### config.mk
export PLATFORM = sky130hd
export DESIGN_NAME = sisc_mem_arb
export DESIGN_NICKNAME = d
export VERILOG_FILES = /design/src/rtl/sisc_mem_arb.sv
export SDC_FILE = /design/constraint.sdc
export NUM_CORES = 1
export LEC_CHECK = 0
export CAP_MARGIN = 15
export CORE_ASPECT_RATIO = 1.2
export CORE_MARGIN = 10
export CORE_UTILIZATION = 46
export CTS_BUF_LIST = sky130_fd_sc_hd__clkbuf_16
export DETAILED_ROUTE_END_ITERATION = 16
export GPL_ROUTABILITY_DRIVEN = 0
export HOLD_SLACK_MARGIN = 0.05
export PLACE_DENSITY = 0.87
export SYNTH_ARGS = -nofsm -noshare
export SYNTH_HDL_FRONTEND = slang
export SYNTH_SLANG_ARGS = --single-unit
### constraint.sdc
create_clock -name clk -period 3.75 [get_ports clk]
set_input_delay 0.75 -clock clk [delete_from_list [all_inputs] [get_ports clk]]
set_output_delay 0.75 -clock clk [all_outputs]
set_load 0.005 [all_outputs]
### src/rtl/sisc_mem_arb.sv
// Round-robin arbiter sharing one single-ported memory between the fetch (IF)
// and load/store (LS) paths, with a fixed number of memory wait states.
//
// state  | meaning
// IDLE   | sample requests, grant one, latch its command
// ACCESS | drive memory from latched command for WAIT+1 cycles
// DONE   | one-cycle ack to the granted port
module sisc_mem_arb #(
   parameter int AW   = 16,
   parameter int DW   = 32,
   parameter int WAIT = 1
) (
   input  logic          clk,
   input  logic          rst_f,
   input  logic          if_req,
   input  logic [AW-1:0] if_addr,
   output logic [DW-1:0] if_rdata,
   output logic          if_ack,
   input  logic          ls_req,
   input  logic          ls_we,
   input  logic [AW-1:0] ls_addr,
   input  logic [DW-1:0] ls_wdata,
   output logic [DW-1:0] ls_rdata,
   output logic          ls_ack,
   output logic          mem_en,
   output logic          mem_we,
   output logic [AW-1:0] mem_addr,
   output logic [DW-1:0] mem_wdata,
   input  logic [DW-1:0] mem_rdata,
   output logic          busy
);

   localparam logic GNT_IF = 1'b0;
   localparam logic GNT_LS = 1'b1;

   typedef enum logic [1:0] {
      IDLE   = 2'd0,
      ACCESS = 2'd1,
      DONE   = 2'd2
   } state_t;

   state_t          state, state_nxt;
   logic            last_gnt;
   logic            sel_q;
   logic            we_q;
   logic [AW-1:0]   addr_q;
   logic [DW-1:0]   wdata_q;
   logic [2:0]      cnt_q;
   logic            gnt_valid;
   logic            gnt_sel;
   logic            last_access;

   // Contention goes to whichever port was not served last.
   always_comb begin
      gnt_valid = if_req | ls_req;
      gnt_sel   = GNT_IF;
      if (if_req && ls_req)
         gnt_sel = (last_gnt == GNT_LS) ? GNT_IF : GNT_LS;
      else if (ls_req)
         gnt_sel = GNT_LS;
   end

   assign last_access = (state == ACCESS) && (cnt_q == 3'd0);

   always_comb begin
      state_nxt = state;
      case (state)
         IDLE:    if (gnt_valid) state_nxt = ACCESS;
         ACCESS:  if (last_access) state_nxt = DONE;
         DONE:    state_nxt = IDLE;
         default: state_nxt = IDLE;
      endcase
   end

   always_ff @(posedge clk or negedge rst_f) begin
      if (!rst_f) state <= IDLE;
      else        state <= state_nxt;
   end

   always_ff @(posedge clk or negedge rst_f) begin
      if (!rst_f) begin
         last_gnt <= GNT_LS;
         sel_q    <= GNT_IF;
         we_q     <= 1'b0;
         addr_q   <= '0;
         wdata_q  <= '0;
         cnt_q    <= 3'd0;
         if_rdata <= '0;
         ls_rdata <= '0;
      end else begin
         if (state == IDLE && gnt_valid) begin
            last_gnt <= gnt_sel;
            sel_q    <= gnt_sel;
            cnt_q    <= 3'(WAIT);
            if (gnt_sel == GNT_LS) begin
               we_q    <= ls_we;
               addr_q  <= ls_addr;
               wdata_q <= ls_wdata;
            end else begin
               we_q    <= 1'b0;
               addr_q  <= if_addr;
               wdata_q <= '0;
            end
         end else if (state == ACCESS) begin
            if (cnt_q != 3'd0) begin
               cnt_q <= cnt_q - 3'd1;
            end else if (sel_q == GNT_IF) begin
               if_rdata <= mem_rdata;
            end else if (!we_q) begin
               ls_rdata <= mem_rdata;
            end
         end
      end
   end

   assign mem_en    = (state == ACCESS);
   assign mem_we    = mem_en & we_q;
   assign mem_addr  = mem_en ? addr_q : '0;
   assign mem_wdata = mem_en ? wdata_q : '0;
   assign if_ack    = (state == DONE) && (sel_q == GNT_IF);
   assign ls_ack    = (state == DONE) && (sel_q == GNT_LS);
   assign busy      = (state != IDLE);

endmodule

== After elaboration in Yosys (flattened, before gate mapping) ==
Index checks and enable logic that the tools add are counted.
Storage, ports and cells
  ROM bits: 0
  latch bits: 0
  register bits after elaboration: 120
  memories: 0
  word-level logic and storage cells: 49
  output and inout bits: 117
  bits of input ports: 101
  RAM bits: 0
Cells by class
  mux-type cells: 14
  shift operators: 0
  eq/ne operators: 4
  magnitude comparators: 0
  bitwise gates (word level): 6
  add/sub/neg operators: 1
  div/mod/pow operators: 0
  reduce and logical (&&, ||, !) cells: 15
  $mul: 0
Operator list (number)
  $mux 32: 2
  $mux 16: 2
  $mux 3: 3
  $reduce_bool 2->1: 3
  $logic_and 1x1->1: 5
  $reduce_and 5->1: 1
  $mux 1: 4
  $mux 2: 2
  $not 1->1: 4
  $pmux 2 s2: 1
  $reduce_and 2->1: 2
  $reduce_and 4->1: 1
  $logic_not 3->1: 1
  $reduce_bool 3->1: 1
  $sub 3x1->3 const B: 1
  $eq 2x1->1 const B: 1
  $eq 2x2->1 const B: 1
  $logic_not 2->1: 1
  $ne 2x1->1 const B: 1
  $ne 2x2->1 const B: 1
  $and 1x1->1: 1
  $or 1x1->1: 1

== Depth between registers and ports, before layout ==
  depth after elaboration: 4
  gate-level depth with buffers: 7
  mapped depth without buffers: 6

== Worst setup path before layout ==
No wires, ideal clock.
  path type: input-to-reg
  from: input ls_req
  to: register addr_q[5]
  stages: 4
  setup time: 0.125 ns
  path buffers: 1
  data arrival time: 1.902 ns
  setup slack: 1.723 ns
  path through: a21boi_2 buf_2 mux2_1 mux2_2
On the way
  cells in the longest elaborated chain, start to end: 3
RTL lines
  start, declared: RTL line 19  | input logic ls_req,
  $mux 1 / $logic_and 1x1->1 (equally long branches): RTL line 59, 57
  $mux 1: RTL line 57  | if (if_req && ls_req)
  $mux 16: RTL line 95  | if (gnt_sel == GNT_LS) begin
  end signal, assigned: RTL line 97  | addr_q <= ls_addr;
  end signal, assigned: RTL line 101  | addr_q <= if_addr;
  end, declared: RTL line 46  | logic [AW-1:0] addr_q;
Several ways; a longest one is shown, not always the timed one.
A chain may end at the register's enable or synchronous reset.

== Worst setup path in the final report ==
  from: register state[1]
  to: output mem_wdata[19]
On the way
  cells in the longest elaborated chain, start to end: 2
RTL lines
  start, declared: RTL line 42  | state_t state, state_nxt;
  start signal, assigned: RTL line 77  | else state <= state_nxt;
  $eq 2x1->1: RTL line 116  | assign mem_en = (state == ACCESS);
  $mux 32: RTL line 119  | assign mem_wdata = mem_en ? wdata_q : '0;
  end, declared: RTL line 28  | output logic [DW-1:0] mem_wdata,
No other way between the ends.

==> results.ini <==
[logic_synthesis]
synth_edf_count = 0
synth_commonest_cells = 119 x dfrtp_1, 80 x mux2_1, 50 x and2_1, 33 x a22o_1, 16 x mux2_2
syn_avg_cell_area_um2 = 14.50
yosys_most_used_dff = dfrtp_1
syn-cell-area_um2 = 5046
post-synth-top-count-cell = dfrtp_1
async_flop_share = 1.000
synth_top_cell_area_share = 0.5901
ys_seq_elements = 120
ys_top_cells_by_area = dfrtp_1 59%, mux2_1 18%, and2_1 6.2%, a22o_1 5.7%, mux2_2 3.6%
yosysSeqAreaShare = 0.5953
synth_warnings = 0
ys_types = 25
syn-num-nets = 451
synth_area_leader_cell = dfrtp_1
syn_inst = 348

[clock_tree]
clk_pin_slew_ps = 60
cts_root_buffer = clkbuf_16
clock_latency_ps = 400
cts_hold_buf = 0
cts_htree_levels = 4
ctsResizeCount = 0
cts_max_path_buffers = 2
cts.sink_count = 120
cts_tree = built
numCtsBuffers = 17
cts_setup_buffers = 0

[critical_path]
timing.rr.end = ls_rdata[6]
crit_path_max_fanout = 40
cpMaxStageDelayCell = clkdlybuf4s50_1
required_ps = 3000
critPathTopFamily = buffers and inverters
end_kind = output pin
ff2ff_path_depth = 4
crit_path_start_kind = flip-flop
crit_chain = nor2b_2 -> buf_4 -> and2_1 -> clkdlybuf4s50_1
path_class = reg2out
crit_buf_inv = 2
reg2reg_setup_slack_ps = 1720
worstPathArrival_ps = 2340
max_stage_delay_ps = 520
regToRegStartpoint = state[1]

[drt]
dr.first_iter.drc_count = 185
first_pass_iters = 4
routed_wl_um = 14220
vias_per_cell = 5.183
vias = 3680
drc = 0
antenna_left = 0
wl_per_cell_um = 20.03

[finish]
final_util = 0.7407
fill_cells = 707
multi_input_area_um2 = 1873
area_delta_synth_final_pct = 55.86
register_area_um2 = 3004
num-nets-final = 671
antenna_cells = 0
drive_above_1_share = 0.1033

[power]
power.density_nw_per_um2 = 803.4
ir_worst_vdd_mv = 0.4773
p_leak_nw = 3.400

[floorplan]
die_height_um = 134.7
pin_count = 218
fp.dieW_um = 115.6
core_area_um2 = 10620
die-area_um2 = 15580
initial_core_util = 0.4752
fp-row-count = 41

[sta]
skew_ps = 8.227
worstMarginPinSlew_ps = 895.6
relSlewSlack = 0.4029
final_hold_viol_count = 0
fmax_mhz = 324.0
slew_viol_final = 0
min_period_ps = 3087
whs_ps = 448.7
period_share = 0.8231
fin_tns_setup_ps = 0
rsz0062_at_grt = no
setup_viol = 0

[min_path]
hold_path_class = in2async

[global_routing]
antenna_found_initial = 0
grt_pass1_vias = 4127
grt_first_pass_wirelength_um = 22190
grt_max_degree = 70
overflow = 0
grt.total_usage = 0.1835

[place]
place_hpwl_um = 10850
numPortBuffers = 217

[status]
status = completed

[job]
max_cap_violations = 0

[layout make-up]
type,count,area share
clock buffers,17,0.05409
clock inverters,15,0.01973
inverters,3,0.001432
multi-input cells,202,0.2381
flip-flops and latches,120,0.3820
well taps,129,0.02052
repair buffers,224,0.2841
[layout by cell type, fill, tap and decap left out, drive strengths merged]
master and count:
and2 50, dfrtp 119, dfstp 1, buf 8, ha 2, mux2 96
a21o 2, clkdlybuf4s50 216, a211oi 2, nand2 1, nor2b 1, a21boi 1
clkbuf 17, xnor2 1, and4b 1, bufinv 2, clkinv 7, nor2 4
clkinvlp 5, a22o 33, and3b 2, nor3b 3, or2 3, inv 4
[worst max path at each step]
stage | startpoint | endpoint | slack, ps | cells after the start
2_1_floorplan | ls_req | addr_q[5] | 1720 | 4
5_1_grt | state[0] | mem_wdata[19] | 520 | 4
3_3_place_gp | state[1] | mem_wdata[23] | 1200 | 4
3_5_place_dp | state[1] | mem_wdata[11] | 1100 | 4
4_1_cts | state[1] | mem_wdata[11] | 650 | 4
6_report | state[1] | mem_wdata[19] | 660 | 4
[metrics by stage]
stage	power [mW]	cell area, µm²	setup slack, ps	instances
finish	6.319	7865	663.4	710
global route	6.695	7865	515.7	710
CTS	6.420	7865	645.6	710
detailed placement	4.828	7284	1104	678
global placement	4.707	7284	1197	678
floorplan	3.270	5046	1723	348
[metal layers]
| layer | up-vias | track usage | wire (µm) |
|---|---|---|---|
| li1 | 1674 | - | - |
| met1 | 1829 | 0.1830 | 5164 |
| met2 | 151 | 0.3231 | 7356 |
| met3 | 26 | 0.07890 | 1264 |
| met4 | 0 | 0.08008 | 438 |
| met5 | - | 0 | 0 |
[registers in the layout, summed over array words and instances (netlist names)]
register / flops
cnt_q: 3
wdata_q: 32
addr_q: 16
we_q: 1
sel_q: 1
if_rdata: 32
state: 2
last_gnt: 1
ls_rdata: 32
[logic make-up (layout without fill, tap and decap cells)]
group / count (synthesis) / in the layout / share of synthesized area
DFF: 120 / 120 / 0.5953
muxes: 96 / 96 / 0.2142
and+or+nand+nor: 65 / 65 / 0.08480
AOI/OAI and AO/OA: 38 / 38 / 0.06546
buffers and inverters: 26 / 259 / 0.03347
adders and majority gates: 2 / 2 / 0.004958
xor gates and xnor gates: 1 / 1 / 0.001736
[power by group]
group          leakage, nW  total (mW)  switching [mW]  internal [mW]
Combinational         1.64        2.59           0.948           1.64
Sequential            1.49        2.18           0.300           1.88
Clock                0.269        1.55           0.578          0.976
[worst register-to-register path, cell delays in order (launching register included)]
cell     delay, ps
dfrtp_1        410
nor2b_2        410
and4b_1        270
buf_4          410
mux2_1         400
No activity file was read; power rests on OpenSTA's default activity.
